<file path="src/rtl/cpu_pkg.sv">
// Shared encodings for the data-memory bridge: FSM states and the full-word byte mask.
package cpu_pkg;

  typedef enum logic [1:0] {
    ST_IDLE = 2'd0,
    ST_BUSY = 2'd1,
    ST_DONE = 2'd2
  } state_t;

  localparam logic [3:0] BE_WORD = 4'hF;

endpackage

</file>
<file path="src/rtl/dmem_watchdog.sv">
// Cycle counter bounding how long one bus access may stay outstanding.
module dmem_watchdog #(
  parameter int TIMEOUT = 255
) (
  input  logic clk,
  input  logic rst_n,
  input  logic i_clear,
  input  logic i_enable,
  output logic o_expire
);

  localparam int W = $clog2(TIMEOUT + 1);
  localparam logic [W-1:0] LIMIT = W'(TIMEOUT - 1);

  logic [W-1:0] r_count;

  always_ff @(posedge clk or negedge rst_n) begin
    if (!rst_n) begin
      r_count <= '0;
    end else if (i_clear) begin
      r_count <= '0;
    end else if (i_enable) begin
      r_count <= r_count + 1'b1;
    end
  end

  // Expiry is checked before increment, so the counter never exceeds TIMEOUT.
  assign o_expire = i_enable && (r_count == LIMIT);

endmodule

</file>
<file path="src/rtl/dmem_bus_bridge.sv">
// Memory-stage data port to wait-stated slave: req/ack handshake, pipeline stall,
// raw read word return and watchdog abort with a one-cycle error pulse.
module dmem_bus_bridge
  import cpu_pkg::*;
#(
  parameter int ADDR_W  = 10,
  parameter int TIMEOUT = 255
) (
  input  logic              clk,
  input  logic              rst_n,
  input  logic [ADDR_W-1:0] cpu_addr,
  input  logic [31:0]       cpu_wdata,
  input  logic [3:0]        cpu_be,
  input  logic              cpu_we,
  input  logic              cpu_re,
  output logic [31:0]       cpu_rdata,
  output logic              cpu_stall,
  output logic              bus_err,
  output logic              mem_req,
  output logic              mem_we,
  output logic [ADDR_W-3:0] mem_addr,
  output logic [3:0]        mem_be,
  output logic [31:0]       mem_wdata,
  input  logic              mem_ack,
  input  logic [31:0]       mem_rdata
);

  state_t            r_state;
  logic              r_mem_req;
  logic              r_mem_we;
  logic [ADDR_W-3:0] r_mem_addr;
  logic [3:0]        r_mem_be;
  logic [31:0]       r_mem_wdata;
  logic [31:0]       r_cpu_rdata;
  logic              r_bus_err;

  logic w_store;
  logic w_access;
  logic w_busy;
  logic w_expire;
  logic w_wd_clear;
  logic w_unused;

  // A store with no lanes enabled is a no-op; a load alongside it still goes out.
  assign w_store  = cpu_we && (cpu_be != 4'h0);
  assign w_access = cpu_re || w_store;
  assign w_busy   = (r_state == ST_BUSY);
  assign w_wd_clear = !w_busy || mem_ack || w_expire;
  assign w_unused = ^cpu_addr[1:0];

  dmem_watchdog #(
    .TIMEOUT(TIMEOUT)
  ) u_watchdog (
    .clk     (clk),
    .rst_n   (rst_n),
    .i_clear (w_wd_clear),
    .i_enable(w_busy),
    .o_expire(w_expire)
  );

  always_ff @(posedge clk or negedge rst_n) begin
    if (!rst_n) begin
      r_state     <= ST_IDLE;
      r_mem_req   <= 1'b0;
      r_mem_we    <= 1'b0;
      r_mem_addr  <= '0;
      r_mem_be    <= 4'h0;
      r_mem_wdata <= 32'h0;
      r_cpu_rdata <= 32'h0;
      r_bus_err   <= 1'b0;
    end else begin
      r_bus_err <= 1'b0;
      case (r_state)
        ST_IDLE: begin
          if (w_access) begin
            r_mem_addr  <= cpu_addr[ADDR_W-1:2];
            r_mem_be    <= w_store ? cpu_be : BE_WORD;
            r_mem_wdata <= cpu_wdata;
            r_mem_we    <= w_store;
            r_mem_req   <= 1'b1;
            r_state     <= ST_BUSY;
          end
        end
        ST_BUSY: begin
          // An ack on the expiry cycle takes priority over the abort.
          if (mem_ack) begin
            if (!r_mem_we) begin
              r_cpu_rdata <= mem_rdata;
            end
            r_mem_req <= 1'b0;
            r_state   <= ST_DONE;
          end else if (w_expire) begin
            r_cpu_rdata <= 32'h0;
            r_bus_err   <= 1'b1;
            r_mem_req   <= 1'b0;
            r_state     <= ST_DONE;
          end
        end
        ST_DONE: begin
          r_state <= ST_IDLE;
        end
        default: begin
          r_state <= ST_IDLE;
        end
      endcase
    end
  end

  assign cpu_stall = w_busy || ((r_state == ST_IDLE) && w_access);
  assign cpu_rdata = r_cpu_rdata;
  assign bus_err   = r_bus_err;
  assign mem_req   = r_mem_req;
  assign mem_we    = r_mem_we;
  assign mem_addr  = r_mem_addr;
  assign mem_be    = r_mem_be;
  assign mem_wdata = r_mem_wdata;

endmodule

</file>
<file path="config.mk">
export PLATFORM = sky130hd
export DESIGN_NAME = dmem_bus_bridge
export DESIGN_NICKNAME = d
export VERILOG_FILES = /design/src/rtl/cpu_pkg.sv /design/src/rtl/dmem_watchdog.sv /design/src/rtl/dmem_bus_bridge.sv
export SDC_FILE = /design/constraint.sdc
export NUM_CORES = 1
export LEC_CHECK = 0
export BUFFER_PORTS_ARGS = -buffer_cell sky130_fd_sc_hd__buf_2
export CORE_MARGIN = 1
export CORE_UTILIZATION = 50
export CTS_CLUSTER_DIAMETER = 30
export CTS_CLUSTER_SIZE = 8
export DETAILED_ROUTE_END_ITERATION = 6
export PLACE_DENSITY = 0.92
export REMOVE_ABC_BUFFERS = 1
export SLEW_MARGIN = 5
export SYNTH_ARGS = -nofsm -noshare
export SYNTH_HDL_FRONTEND = slang
export SYNTH_HIERARCHICAL = 1
export SYNTH_SLANG_ARGS = --single-unit
export TNS_END_PERCENT = 20
</file>
<file path="constraint.sdc">
create_clock -name clk -period 6.2 [get_ports clk]
set_clock_uncertainty 0.1 [all_clocks]
set_input_delay 0.93 -clock clk [delete_from_list [all_inputs] [get_ports clk]]
set_output_delay 0.93 -clock clk [all_outputs]
set_load 0.05 [all_outputs]
</file>
=== After elaboration in Yosys (flattened, before gate mapping) ===
Cells that the tools add are included.

* Flip-flop bits (word level): 89
* Bits of input ports: 83
* Logic and storage cells: 49

* Add/subtract/negate cells: 1
* Equality and inequality tests: 5
* Multiplexer cells: 17
* Reduce and logical (&&, ||, !) cells: 17

{| class="wikitable"
|+ Operators with widths
! cell !! count
|-
| $mux W32 || 3
|-
| $mux W8 || 2
|-
| $add A8 B1 Y8 const B || 1
|-
| $eq A8 B8 Y1 const B || 1
|-
| $mux W1 || 6
|-
| $mux W2 || 3
|-
| $reduce_and A3 Y1 || 2
|-
| $reduce_bool A2 Y1 || 3
|-
| $logic_or A1 B1 Y1 || 4
|-
| $mux W4 || 1
|-
| $ne A2 B2 Y1 const B || 2
|-
| $pmux W2 S2 || 1
|-
| $reduce_and A2 Y1 || 2
|-
| $reduce_bool A4 Y1 || 1
|-
| $logic_and A1 B1 Y1 || 3
|-
| $ne A3 B3 Y1 const B || 1
|-
| $eq A2 B1 Y1 const B || 1
|-
| $logic_not A2 Y1 || 1
|-
| $pmux W1 S2 || 1
|-
| $logic_not A1 Y1 || 1
|}

=== Logic depth before layout (Yosys ltp) ===
Gate-level depths: netlist (run 1).

* Depth in word-level cells: 5
* Mapped depth: 10
* Depth with buffers taken out: 7

=== Cells and area by module ===
Netlist (run 1), hierarchy kept.

{| class="wikitable"
|+ By module, submodules not included
! module !! times used !! cells an instance !! area each (µm²)
|-
| dmem_bus_bridge || 1 || 232 || 3273.1
|-
| dmem_watchdog || 1 || 41 || 411.6
|}

=== Worst setup path before layout (run 1) ===
Ideal clock, no wire load.

* Path type: input to output
* From: input cpu_be[0]
* To: output cpu_stall
* Arrival time: 2.251 ns
* Data required time: 5.170 ns
* Setup slack: 2.919 ns
* Stages: 4
* Path through: or4_4 a31oi_4 buf_6 nand2_1

* Cells in the longest elaborated chain, start to end: 5

{| class="wikitable"
|+ Ends and longest elaborated chain
! what !! line !! RTL
|-
| start: declaration || dmem_bus_bridge.sv:13 || <nowiki>input logic [3:0] cpu_be,</nowiki>
|-
| $reduce_bool A4 Y1 || dmem_bus_bridge.sv:45 || <nowiki>assign w_store = cpu_we && (cpu_be != 4'h0);</nowiki>
|-
| $logic_and A1 B1 Y1 || dmem_bus_bridge.sv:45 ||
|-
| $logic_or A1 B1 Y1 || dmem_bus_bridge.sv:46 || <nowiki>assign w_access = cpu_re || w_store;</nowiki>
|-
| $logic_and A1 B1 Y1 || dmem_bus_bridge.sv:109 || <nowiki>assign cpu_stall = w_busy || ((r_state == ST_IDLE) && w_access);</nowiki>
|-
| $logic_or A1 B1 Y1 || dmem_bus_bridge.sv:109 ||
|-
| end: declaration || dmem_bus_bridge.sv:17 || <nowiki>output logic cpu_stall,</nowiki>
|}

Every way passes these cells.

=== Worst setup path after layout (run 1) ===
* From: input cpu_re
* To: output cpu_stall

* Cells in the longest elaborated chain, start to end: 3

{| class="wikitable"
|+ Ends and longest elaborated chain
! what !! line !! RTL
|-
| start: declaration || dmem_bus_bridge.sv:15 || <nowiki>input logic cpu_re,</nowiki>
|-
| $logic_or A1 B1 Y1 || dmem_bus_bridge.sv:46 ||
|-
| $logic_and A1 B1 Y1 || dmem_bus_bridge.sv:109 ||
|-
| $logic_or A1 B1 Y1 || dmem_bus_bridge.sv:109 ||
|}

Every way passes these cells.

==> results of run 1 <==
-- Yosys cell counts --
master | instances | area share
dfrtp_1 | 89 | 0.60
mux2_2 | 40 | 0.12
nand4_1 | 35 | 0.059
a21bo_2 | 32 | 0.087
nor2_1 | 13 | 0.013
clkbuf_1 | 12 | 0.012
inv_1 | 6 | 0.0061
nand2_1 | 6 | 0.0061
o21ai_0 | 5 | 0.0068
buf_6 | 4 | 0.012
mux2i_1 | 4 | 0.011
a21oi_1 | 3 | 0.0041
nand3_1 | 3 | 0.0041
or3_1 | 3 | 0.0051
xor2_1 | 3 | 0.0071
buf_1 | 2 | 0.0020
ha_1 | 2 | 0.0068
nor3b_1 | 2 | 0.0041
a211o_1 | 1 | 0.0024
a211oi_1 | 1 | 0.0020
a31oi_4 | 1 | 0.0058
buf_4 | 1 | 0.0020
clkinv_1 | 1 | 0.0010
nand2b_1 | 1 | 0.0017
nand4_4 | 1 | 0.0058
or4_4 | 1 | 0.0031
xnor2_1 | 1 | 0.0024
-- how the worst min path moves through the flow --
stage	depth (start not counted)	startpoint	end	slack (ns)
floorplan	2	u_watchdog/r_count[7]$_DFFE_PN0P_	u_watchdog/r_count[7]$_DFFE_PN0P_	0.42
global placement	1	cpu_rdata[28]$_DFFE_PN0P_	cpu_rdata[28]$_DFFE_PN0P_	0.36
detailed placement	1	cpu_rdata[28]$_DFFE_PN0P_	cpu_rdata[28]$_DFFE_PN0P_	0.37
CTS	1	cpu_rdata[4]$_DFFE_PN0P_	cpu_rdata[4]$_DFFE_PN0P_	0.39
global route	1	cpu_rdata[2]$_DFFE_PN0P_	cpu_rdata[2]$_DFFE_PN0P_	0.41
finish	1	cpu_rdata[30]$_DFFE_PN0P_	cpu_rdata[30]$_DFFE_PN0P_	0.39
-- routing by layer --
metal  GRT usage  share of wire  wire length, um
met2       0.380           0.54             4400
met1       0.250           0.40             3260
met5           0              0                0
met4      0.0909          0.015              121
met3      0.0386          0.045              365
-- cell type report --
type                       instances  area [um^2]  share of cell area
clock inverter                     6         67.6              0.0143
tap                               96          120              0.0255
multi-input combinational        158         1330               0.282
timing repair buffer             162          818               0.174
clock buffer                       9          124              0.0263
inverter                           7         26.3             0.00558
sequential                        89         2230               0.473
-- sequential cells by signal (all words and copies together) (netlist names) --
register / cells
cpu_rdata: 32
mem_wdata: 32
mem_addr: 8
u_watchdog/r_count: 8
mem_be: 4
r_state: 2
bus_err: 1
mem_req: 1
mem_we: 1
-- logic make-up after synthesis --
group | count (synthesis) | synth area share
multiplexers | 44 | 0.133
AO/OA/AOI/OAI | 43 | 0.108
XOR/XNOR | 4 | 0.00951
adder cells (fa/ha/maj) | 2 | 0.00679
flip-flops | 89 | 0.604
buffers and inverters | 26 | 0.0357
AND/OR/NAND/NOR | 65 | 0.103
-- worst reg2reg max path: stages (launching register included) --
cell	delay, ns
dfrtp_1	0.37
nand2b_1	0.24
clkinv_1	0.12
nand4_1	0.10
nor2_1	0.05
nor2_1	0.21
a211o_1	0.83
a21bo_2	0.29
-- metrics by stage --
step	util	setup slack, ns	total power [mW]	hold WS (ns)	std cells
after floorplan	-	2.31	2.24	0.423	254
after global placement	0.651	3.11	2.61	0.363	512
after detailed placement	0.651	3.09	2.66	0.371	512
after CTS	0.678	3.08	3.05	0.390	527
after global routing	0.678	3.01	3.17	0.405	527
final	0.678	3.09	3.02	0.386	527
-- power by group --
group          leakage [nW]  switching [mW]  total (mW)  internal [mW]
Clock                0.0921           0.203       0.389          0.186
Sequential             1.09           0.124       0.947          0.823
Combinational          1.20            1.23        1.69          0.458
Total                  2.38            1.55        3.02           1.47
==> flow_metrics.py, run 1 <==
metrics = {
    "layout": {
        "layout-drive-gt1-share": 0.585,
        "layout_common_cells": "buf_2 (159), dfrtp_1 (89), mux2_2 (40)",
        "fillers": 522,
        "final_common_cell": "buf_2",
        "diodes": 0,
        "area_delta_synth_final_pct": 27.8,
        "nets": 512,
        "final_cell_area_mm2": 0.00471,
    },
    "sta": {
        "fmax_ghz": 0.322,
        "finalSetupViolations": 0,
        "tightest_slew_ns": 1.08,
        "rsz0062_at_grt": "false",
        "finalHoldViolCount": 0,
        "finalCritPeriodShare": 0.501,
        "fin_crit_ns": 3.11,
        "relSlewSlack": 0.279,
        "fin_tns_setup_ns": 0,
        "maxSlewViolCount": 0,
    },
    "outcome": {
        "outcome": "finished, final reports clean",
    },
    "synth": {
        "seq_area_frac_synth": 0.604,
        "synthesis.instances": 273,
        "yosysUniqueCellTypes": 27,
        "synth_seq_cells": 89,
        "synth_area_mm2": 0.00368,
        "ys.warnings.count": 6,
        "avgSynthCellArea_um2": 13.5,
    },
    "routing": {
        "antenna_left": 0,
        "via_count": 2782,
        "drc": 0,
        "routedWlPerCell_um": 15.5,
        "first_pass_iters": 4,
        "drtIter0Drc": 120,
        "drt-vias-per-instance": 5.28,
        "drt_wl_total_um": 8140,
    },
    "placed_design": {
        "portBuffers": 160,
        "place_congestion": 0.750,
        "placed_area_mm2": 0.00452,
        "hpwlAfterDp_um": 5800,
    },
    "clock_tree": {
        "path_clk_slew_ns": 0.08,
        "clock-sinks": 89,
        "clock_latency_ns": 0.34,
        "cts_tree": "yes",
        "root_buffer": "clkbuf_8",
        "cts_buffers": 9,
        "cts_setup_buffers": 0,
        "postCtsHoldBufs": 0,
        "clockBufferDepth": 2,
        "cts_resized": 0,
        "htreeDepth": 3,
    },
    "power": {
        "ir_drop_v": 0.000556,
        "cellLeakagePower_nw": 2.38,
        "power_density_mw_per_mm2": 642,
    },
    "worst_setup_path": {
        "endpoint": "cpu_stall",
        "cp-start-kind": "input pin",
        "critPathRequiredTime_ns": 5.17,
        "path_delay_family": "simple AND/OR/NAND/NOR gates",
        "rrSetupSlack_ns": 3.84,
        "cp.depth": 5,
        "rr_startpoint": "r_state[1]$_DFFE_PN0P_",
        "reg2reg_depth": 7,
        "slowest_delay_ns": 0.68,
        "critPathBufInv": 2,
        "startpoint": "cpu_re",
        "endpoint_kind": "output port",
        "worstSetupPathType": "input pin to output port",
        "critPathArrivalTime_ns": 2.08,
        "worstPathCellList": "buf_2 > nor3b_1 > a31oi_4 > nand2_1 > buf_2",
        "cp_common_cell": "buf_2",
        "crit_path_max_fanout": 6,
        "critPathSlowestCell": "nor3b_1",
        "reg2reg_to": "cpu_rdata[14]$_DFFE_PN0P_",
    },
    "global_route": {
        "grt_max_degree": 90,
        "grt_pass1_wl_um": 12500,
        "antenna_found_initial": 0,
        "grt-ovfl-total": 0,
        "grtUsageTotal": 0.212,
        "grt_pass1_vias": 2757,
    },
    "floorplanning": {
        "die_h_um": 87.8,
        "row_count": 30,
        "fp.dieW_um": 87.8,
        "core_area_mm2": 0.00694,
        "initial_utilization": 0.531,
        "ios": 163,
        "dieArea_mm2": 0.00772,
    },
    "worst_hold_path": {
        "hp-class": "flop to flop",
    },
    "run": {
        "drv_cap": 0,
    },
}
(Power assumes the default switching activity.)
==> run 2: changes to the inputs <==
--- a/config.mk
+++ b/config.mk
@@ -5,13 +5,14 @@
 export SDC_FILE = /design/constraint.sdc
 export NUM_CORES = 1
 export LEC_CHECK = 0
+export ABC_AREA = 1
 export BUFFER_PORTS_ARGS = -buffer_cell sky130_fd_sc_hd__buf_2
 export CORE_MARGIN = 1
-export CORE_UTILIZATION = 50
+export CORE_UTILIZATION = 44
 export CTS_CLUSTER_DIAMETER = 30
 export CTS_CLUSTER_SIZE = 8
 export DETAILED_ROUTE_END_ITERATION = 6
-export PLACE_DENSITY = 0.92
+export PLACE_DENSITY = 0.85
 export REMOVE_ABC_BUFFERS = 1
 export SLEW_MARGIN = 5
 export SYNTH_ARGS = -nofsm -noshare
==> constraint.sdc (replaced) <==
create_clock -name clk -period 2.7 [get_ports clk]
set_clock_uncertainty 0.1 [all_clocks]
set_input_delay 0.405 -clock clk [delete_from_list [all_inputs] [get_ports clk]]
set_output_delay 0.405 -clock clk [all_outputs]
set_load 0.05 [all_outputs]
==> run 2 against run 1 <==
Effect of this change:
- the run now ends with design-rule violations left
- clock power grew to 2.7 times the previous value
- cell count is 32% higher
- non-clock buffer count is 6 higher
- register-to-register slack worse by 3.4 ns
- first-iteration DRC count is 22% higher
- die area is 24% higher
- total power is 130% higher
- flip-flop and latch count stayed put
- core utilization is 9.8 points lower
- critical endpoint is now u_watchdog/r_count[7]$_DFFE_PN0P_
==> flow_metrics.py, run 2 <==
metrics = {
    "outcome": {
        "violations": "design-rule violations",
        "outcome": "finished with violations",
    },
    "sta": {
        "setup_slack_ns": 0.461,
        "whs_ns": 0.152,
        "finalCritPeriodShare": 0.829,
        "fin_crit_ns": 2.24,
        "rsz0062_at_grt": "false",
        "fmax_ghz": 0.447,
        "fin_tns_setup_ns": 0,
        "finalSetupViolations": 0,
        "maxSlewViolCount": 0,
        "finalHoldViolCount": 0,
        "tightest_slew_ns": 0.602,
        "relSlewSlack": 0.598,
    },
    "synth": {
        "synthesis.instances": 427,
        "synth_top_area_cell": "dfrtp_1",
        "ys_top_cells_by_area": "dfrtp_1 (55%), nand2_1 (16%), o21ai_2 (6.5%)",
        "avgSynthCellArea_um2": 9.48,
        "ys.warnings.count": 6,
        "synth.most_common_cell": "nand2_1",
        "seq_area_frac_synth": 0.550,
        "yosysUniqueCellTypes": 25,
        "synthFlopType": "dfrtp_1",
        "yosys-top-cells-count": "nand2_1 (177), dfrtp_1 (89), nand3_1 (33)",
        "synth_seq_cells": 89,
        "synth_area_mm2": 0.00405,
        "synth-async-reset-ratio": 1.00,
        "synth.top_cell.area_share": 0.550,
        "synth_edf_count": 0,
    },
    "power": {
        "combPwrFrac": 0.538,
        "netSwitchingPower_mw": 3.65,
        "switching_share": 0.525,
        "internal_power_mw": 3.30,
        "power_frac_clock": 0.150,
        "ir_drop_v": 0.000829,
        "pwr-share-seq": 0.312,
        "cellLeakagePower_nw": 2.78,
        "power_density_mw_per_mm2": 1360,
    },
    "worst_hold_path": {
        "hp-class": "input pin to flop",
    },
    "floorplanning": {
        "core_area_mm2": 0.00881,
        "ios": 163,
        "initial_utilization": 0.460,
        "fp.dieW_um": 97.9,
        "die_h_um": 97.9,
        "dieArea_mm2": 0.00959,
        "row_count": 34,
    },
    "clock_tree": {
        "path_clk_slew_ns": 0.09,
        "cts_resized": 0,
        "clock_latency_ns": 0.33,
        "clock-sinks": 89,
        "cts_buffers": 9,
        "root_buffer": "clkbuf_8",
        "cts_tree": "yes",
        "clockBufferDepth": 2,
        "htreeDepth": 3,
    },
    "routing": {
        "antenna_left": 0,
        "routedWlPerCell_um": 13.4,
        "drt_wl_total_um": 9310,
        "drt-vias-per-instance": 4.93,
        "first_pass_iters": 6,
        "drc": 7,
        "via_count": 3423,
        "drtIter0Drc": 146,
    },
    "worst_setup_path": {
        "crit_path_max_fanout": 6,
        "critPathArrivalTime_ns": 2.37,
        "slowest_delay_ns": 0.41,
        "critPathBufInv": 2,
        "cp-start-kind": "flop",
        "critPathSlowestCell": "nor3_1",
        "worstSetupPathType": "flop to flop",
        "critPathRequiredTime_ns": 2.83,
        "worstPathCellList": "inv_2 > nand2_1 > inv_1 > nand3_1 > nor3_1 > nor2_4 > nand2_1 > nor2_4 > nor2_4 > nand3_1 > nand2_1 > nor2_1",
        "endpoint_kind": "flop",
        "path_delay_family": "simple AND/OR/NAND/NOR gates",
    },
    "layout": {
        "area_delta_synth_final_pct": 26.2,
        "nets": 667,
        "diodes": 0,
        "final_common_cell": "nand2_1",
        "final_cell_area_mm2": 0.00511,
        "layout-drive-gt1-share": 0.422,
        "layout_common_cells": "nand2_1 (177), buf_2 (159), dfrtp_1 (89)",
    },
    "global_route": {
        "antenna_found_initial": 0,
        "grt_pass1_wl_um": 15500,
        "grtUsageTotal": 0.200,
        "grt-ovfl-total": 0,
        "grt_max_degree": 65,
        "grt_pass1_vias": 3469,
    },
    "run": {
        "drv_cap": 0,
    },
    "placed_design": {
        "place_congestion": 0.870,
        "placed_area_mm2": 0.00487,
        "hpwlAfterDp_um": 6670,
        "portBuffers": 160,
        "dp_slack_ns": 0.483,
    },
}
[run 2: cell count changes after synthesis, sizes merged, moves of 4 or more]
cell,change
nand4,-34
nand3b,+4
buf,+13
nand3,+52
mux2i,-4
mux2,-40
a21bo,-32
o21ai,+29
clkbuf,-8
nor2,+7
inv,+6
nand2,+175
[run 2: final timing paths]
kind	slack [ns]	end	start	cells after the start
max in group asynchronous	1.32	mem_wdata[12]$_DFFE_PN0P_	rst_n	3
max reg2reg	0.46	u_watchdog/r_count[7]$_DFFE_PN0P_	r_state[1]$_DFFE_PN0P_	12
max	0.46	u_watchdog/r_count[7]$_DFFE_PN0P_	r_state[1]$_DFFE_PN0P_	12
min reg2reg	0.38	cpu_rdata[12]$_DFFE_PN0P_	cpu_rdata[12]$_DFFE_PN0P_	2
min	0.15	mem_wdata[13]$_DFFE_PN0P_	cpu_wdata[13]	3
min in group asynchronous	0.52	cpu_rdata[24]$_DFFE_PN0P_	rst_n	2
[run 2: worst reg2reg max path, delay by kind of cell (launching register included)]
kind	cells	cell delay (ns)
AND/OR/NAND/NOR	10	1.36
buffers and inverters	2	0.30
flip-flops	1	0.38
[run 2: final cells by class]
| cell class | instances | area [um^2] |
|---|---|---|
| Fill cell | 784 | 3700 |
| Sequential cell | 89 | 2230 |
| Multi-Input combinational cell | 302 | 1580 |
| Timing Repair Buffer | 168 | 891 |
| Clock buffer | 13 | 169 |
| Tap cell | 108 | 135 |
| Clock inverter | 2 | 60.1 |
| Inverter | 12 | 45.0 |
[run 2: kinds of logic (layout without fill, tap and decap cells)]
kind of cell             Yosys count  count (layout)  synth area share
AND/OR/NAND/NOR                  263             263             0.309
AO/OA/AOI/OAI                     37              37            0.0745
adder cells (fa/ha/maj)            2               2           0.00618
buffers and inverters             36             195            0.0597
flip-flops                        89              89             0.550
[run 2: per-stage QoR]
| stage | util | instances | power, mW |
|---|---|---|---|
| 6_report | 0.580 | 694 | 6.95 |
| 5_1_grt | 0.580 | 694 | 7.32 |
| 4_1_cts | 0.580 | 694 | 7.00 |
| 3_5_place_dp | 0.553 | 678 | 5.95 |
| 3_3_place_gp | 0.553 | 678 | 5.84 |
| 2_1_floorplan | - | 403 | 4.97 |
[run 2: layer usage]
metal	up-vias	track usage	wire length, um
met1	1645	0.243	3880
met4	0	0.0490	87
met5	-	0	0
met2	97	0.355	4880
met3	8	0.0501	463
li1	1673	-	-
[run 2: power by group through the flow]
| stage | sequential [mW] | clock (mW) | combinational (mW) |
|---|---|---|---|
| floorplan | 3.92 | 0 | 1.05 |
| global placement | 2.15 | 0 | 3.69 |
| global route | 2.23 | 1.12 | 3.97 |
| CTS | 2.17 | 1.06 | 3.77 |
| detailed placement | 2.18 | 0 | 3.77 |
| finish | 2.17 | 1.04 | 3.74 |
[run 2: what timing repair did]
item                      4_1_cts  5_1_grt
buffers inserted                0        0
hold buffers                    1        0
hold endpoints to repair       44        0
==> run 3: changes to the inputs <==
--- a/config.mk
+++ b/config.mk
@@ -5,14 +5,14 @@
 export SDC_FILE = /design/constraint.sdc
 export NUM_CORES = 1
 export LEC_CHECK = 0
-export ABC_AREA = 1
+export ABC_AREA = 0
 export BUFFER_PORTS_ARGS = -buffer_cell sky130_fd_sc_hd__buf_2
 export CORE_MARGIN = 1
-export CORE_UTILIZATION = 44
+export CORE_UTILIZATION = 42
 export CTS_CLUSTER_DIAMETER = 30
 export CTS_CLUSTER_SIZE = 8
 export DETAILED_ROUTE_END_ITERATION = 6
-export PLACE_DENSITY = 0.85
+export PLACE_DENSITY = 0.83
 export REMOVE_ABC_BUFFERS = 1
 export SLEW_MARGIN = 5
 export SYNTH_ARGS = -nofsm -noshare
==> constraint.sdc (replaced) <==
create_clock -name clk -period 2.04 [get_ports clk]
set_clock_uncertainty 0.1 [all_clocks]
set_input_delay 0.306 -clock clk [delete_from_list [all_inputs] [get_ports clk]]
set_output_delay 0.306 -clock clk [all_outputs]
set_load 0.05 [all_outputs]
==> run 3 against run 2 <==
Effect of this change:
- largest cell class unchanged
- highest routed layer unchanged
- design area fell by 4.8%
- the run now ends clean
- via count fell by 18%
- total power rose by 35%
- count of clock-buffer cells in the layout fell by 2
==> flow_metrics.py, run 3 (same netlist as run 1, synthesis figures left out) <==
metrics = {
    "layout": {
        "nets": 522,
        "fin_util": 0.583,
        "diodes": 0,
        "finalNonFillerCells": 547,
        "area_delta_synth_final_pct": 31.9,
        "layout-drive-gt1-share": 0.595,
        "final_common_cell": "buf_2",
        "final_cell_area_mm2": 0.00486,
        "layout_common_cells": "buf_2 (158), dfrtp_1 (89), mux2_2 (40)",
    },
    "routing": {
        "via_count": 2793,
        "drtIter0Drc": 106,
        "antenna_left": 0,
        "drt-vias-per-instance": 5.11,
        "first_pass_iters": 4,
        "drc": 0,
        "drt_wl_total_um": 8260,
        "routedWlPerCell_um": 15.1,
    },
    "worst_hold_path": {
        "hp-class": "input pin to flop",
        "min_from": "cpu_addr[2]",
        "holdPathEnd": "mem_addr[0]$_DFFE_PN0P_",
        "worstHoldPathCells": 2,
    },
    "worst_setup_path": {
        "worstSetupPathType": "input pin to output port",
        "reg2reg_to": "u_watchdog/r_count[5]$_DFFE_PN0P_",
        "cp.depth": 6,
        "path_delay_family": "simple AND/OR/NAND/NOR gates",
        "slowest_delay_ns": 0.55,
        "crit_path_max_fanout": 2,
        "rr_startpoint": "r_state[1]$_DFFE_PN0P_",
        "worstPathCellList": "buf_2 > or4_4 > a31oi_4 > buf_4 > nand2_1 > clkbuf_4",
        "critPathBufInv": 3,
        "cp-start-kind": "input pin",
        "endpoint_kind": "output port",
        "rrSetupSlack_ns": 0.14,
        "critPathRequiredTime_ns": 1.63,
        "critPathSlowestCell": "or4_4",
        "reg2reg_depth": 6,
        "critPathArrivalTime_ns": 1.59,
    },
    "clock_tree": {
        "cts_setup_buffers": 0,
        "cts_tree": "yes",
        "cts_buffers": 9,
        "root_buffer": "clkbuf_8",
        "htreeDepth": 3,
        "clockBufferDepth": 2,
        "clock_latency_ns": 0.34,
        "clock-sinks": 89,
        "path_clk_slew_ns": 0.09,
    },
    "outcome": {
        "outcome": "finished, final reports clean",
    },
    "global_route": {
        "grt_pass1_vias": 2837,
        "grtUsageTotal": 0.183,
        "grt_pass1_wl_um": 12800,
        "grt_max_degree": 51,
        "antenna_found_initial": 0,
        "grt-ovfl-total": 0,
    },
    "power": {
        "ir_drop_v": 0.00111,
        "power_density_mw_per_mm2": 1930,
        "cellLeakagePower_nw": 2.46,
    },
    "sta": {
        "finalHoldViolCount": 0,
        "fmax_ghz": 0.501,
        "maxSlewViolCount": 0,
        "finalSetupViolations": 0,
        "fin_crit_ns": 2.00,
        "tightest_slew_ns": 0.426,
        "finalCritPeriodShare": 0.979,
        "relSlewSlack": 0.716,
        "fin_tns_setup_ns": 0,
    },
    "floorplanning": {
        "initial_utilization": 0.442,
        "ios": 163,
        "die_h_um": 95.7,
        "fp.dieW_um": 95.7,
        "core_area_mm2": 0.00834,
        "row_count": 33,
        "dieArea_mm2": 0.00915,
    },
    "placed_design": {
        "placed_area_mm2": 0.00463,
        "dp_cells": 530,
        "portBuffers": 160,
        "hpwlAfterDp_um": 5870,
        "place_congestion": 0.726,
    },
    "run": {
        "drv_cap": 0,
    },
}
[run 3: cell count changes in the layout (fill, tap and decap cells not counted), sizes merged, moves of 5 or more]
cell / delta
nand2: -175
inv: -5
nand4: +34
a21bo: +32
o21ai: -29
nor2: -7
nand3: -52
mux2: +40
[run 3: metal layers]
metal  GRT usage  up-vias  routed length (um)
met2       0.332      107                4140
met5           0        -                   0
met1       0.204     1367                3420
li1            -     1312                   -
met3      0.0510        7                 612
met4      0.0622        0                  92
[run 3: cell type report]
class / instances / area [um^2]
multi-input cells: 158 / 1330
inverters: 7 / 26.3
fillers: 696 / 3480
flip-flops and latches: 89 / 2230
well taps: 105 / 131
clock buffers: 11 / 141
repair buffers: 172 / 936
clock inverters: 5 / 63.8
[run 3: worst max-delay path by stage]
stage	startpoint	to
after floorplan	r_state[1]$_DFFE_PN0P_	cpu_rdata[0]$_DFFE_PN0P_
final	cpu_be[0]	cpu_stall
after global placement	cpu_be[0]	mem_addr[2]$_DFFE_PN0P_
after CTS	r_state[0]$_DFFE_PN0P_	cpu_stall
after global routing	cpu_be[0]	cpu_stall
after detailed placement	cpu_be[0]	mem_addr[2]$_DFFE_PN0P_
[run 3: repair_timing]
| action | 4_1_cts | 5_1_grt |
|---|---|---|
| endpoints found under the setup margin | 1 | 1 |
| hold buffers | 1 | 0 |
| hold endpoints to repair | 16 | 0 |
| pin swaps | 0 | 0 |
| cloned | 0 | 0 |
| resized for setup | 1 | 2 |
[run 3: power breakdown]
part | internal [mW] | leakage (nW) | total, mW | switching [mW]
sequential | 2.50 | 1.09 | 2.88 | 0.381
clock | 0.610 | 0.100 | 1.24 | 0.630
combinational | 1.51 | 1.26 | 5.25 | 3.74
total | 4.62 | 2.46 | 9.37 | 4.75
[run 3: per-stage QoR]
stage,total power [mW],hold WS (ns),setup slack (ns)
floorplan,6.79,-0.0896,-0.625
global placement,8.04,0.0867,0.00591
detailed placement,8.19,0.0864,-0.0379
CTS,9.47,0.0693,0.0237
global route,9.85,0.0703,-0.000760
finish,9.37,0.0867,0.0437
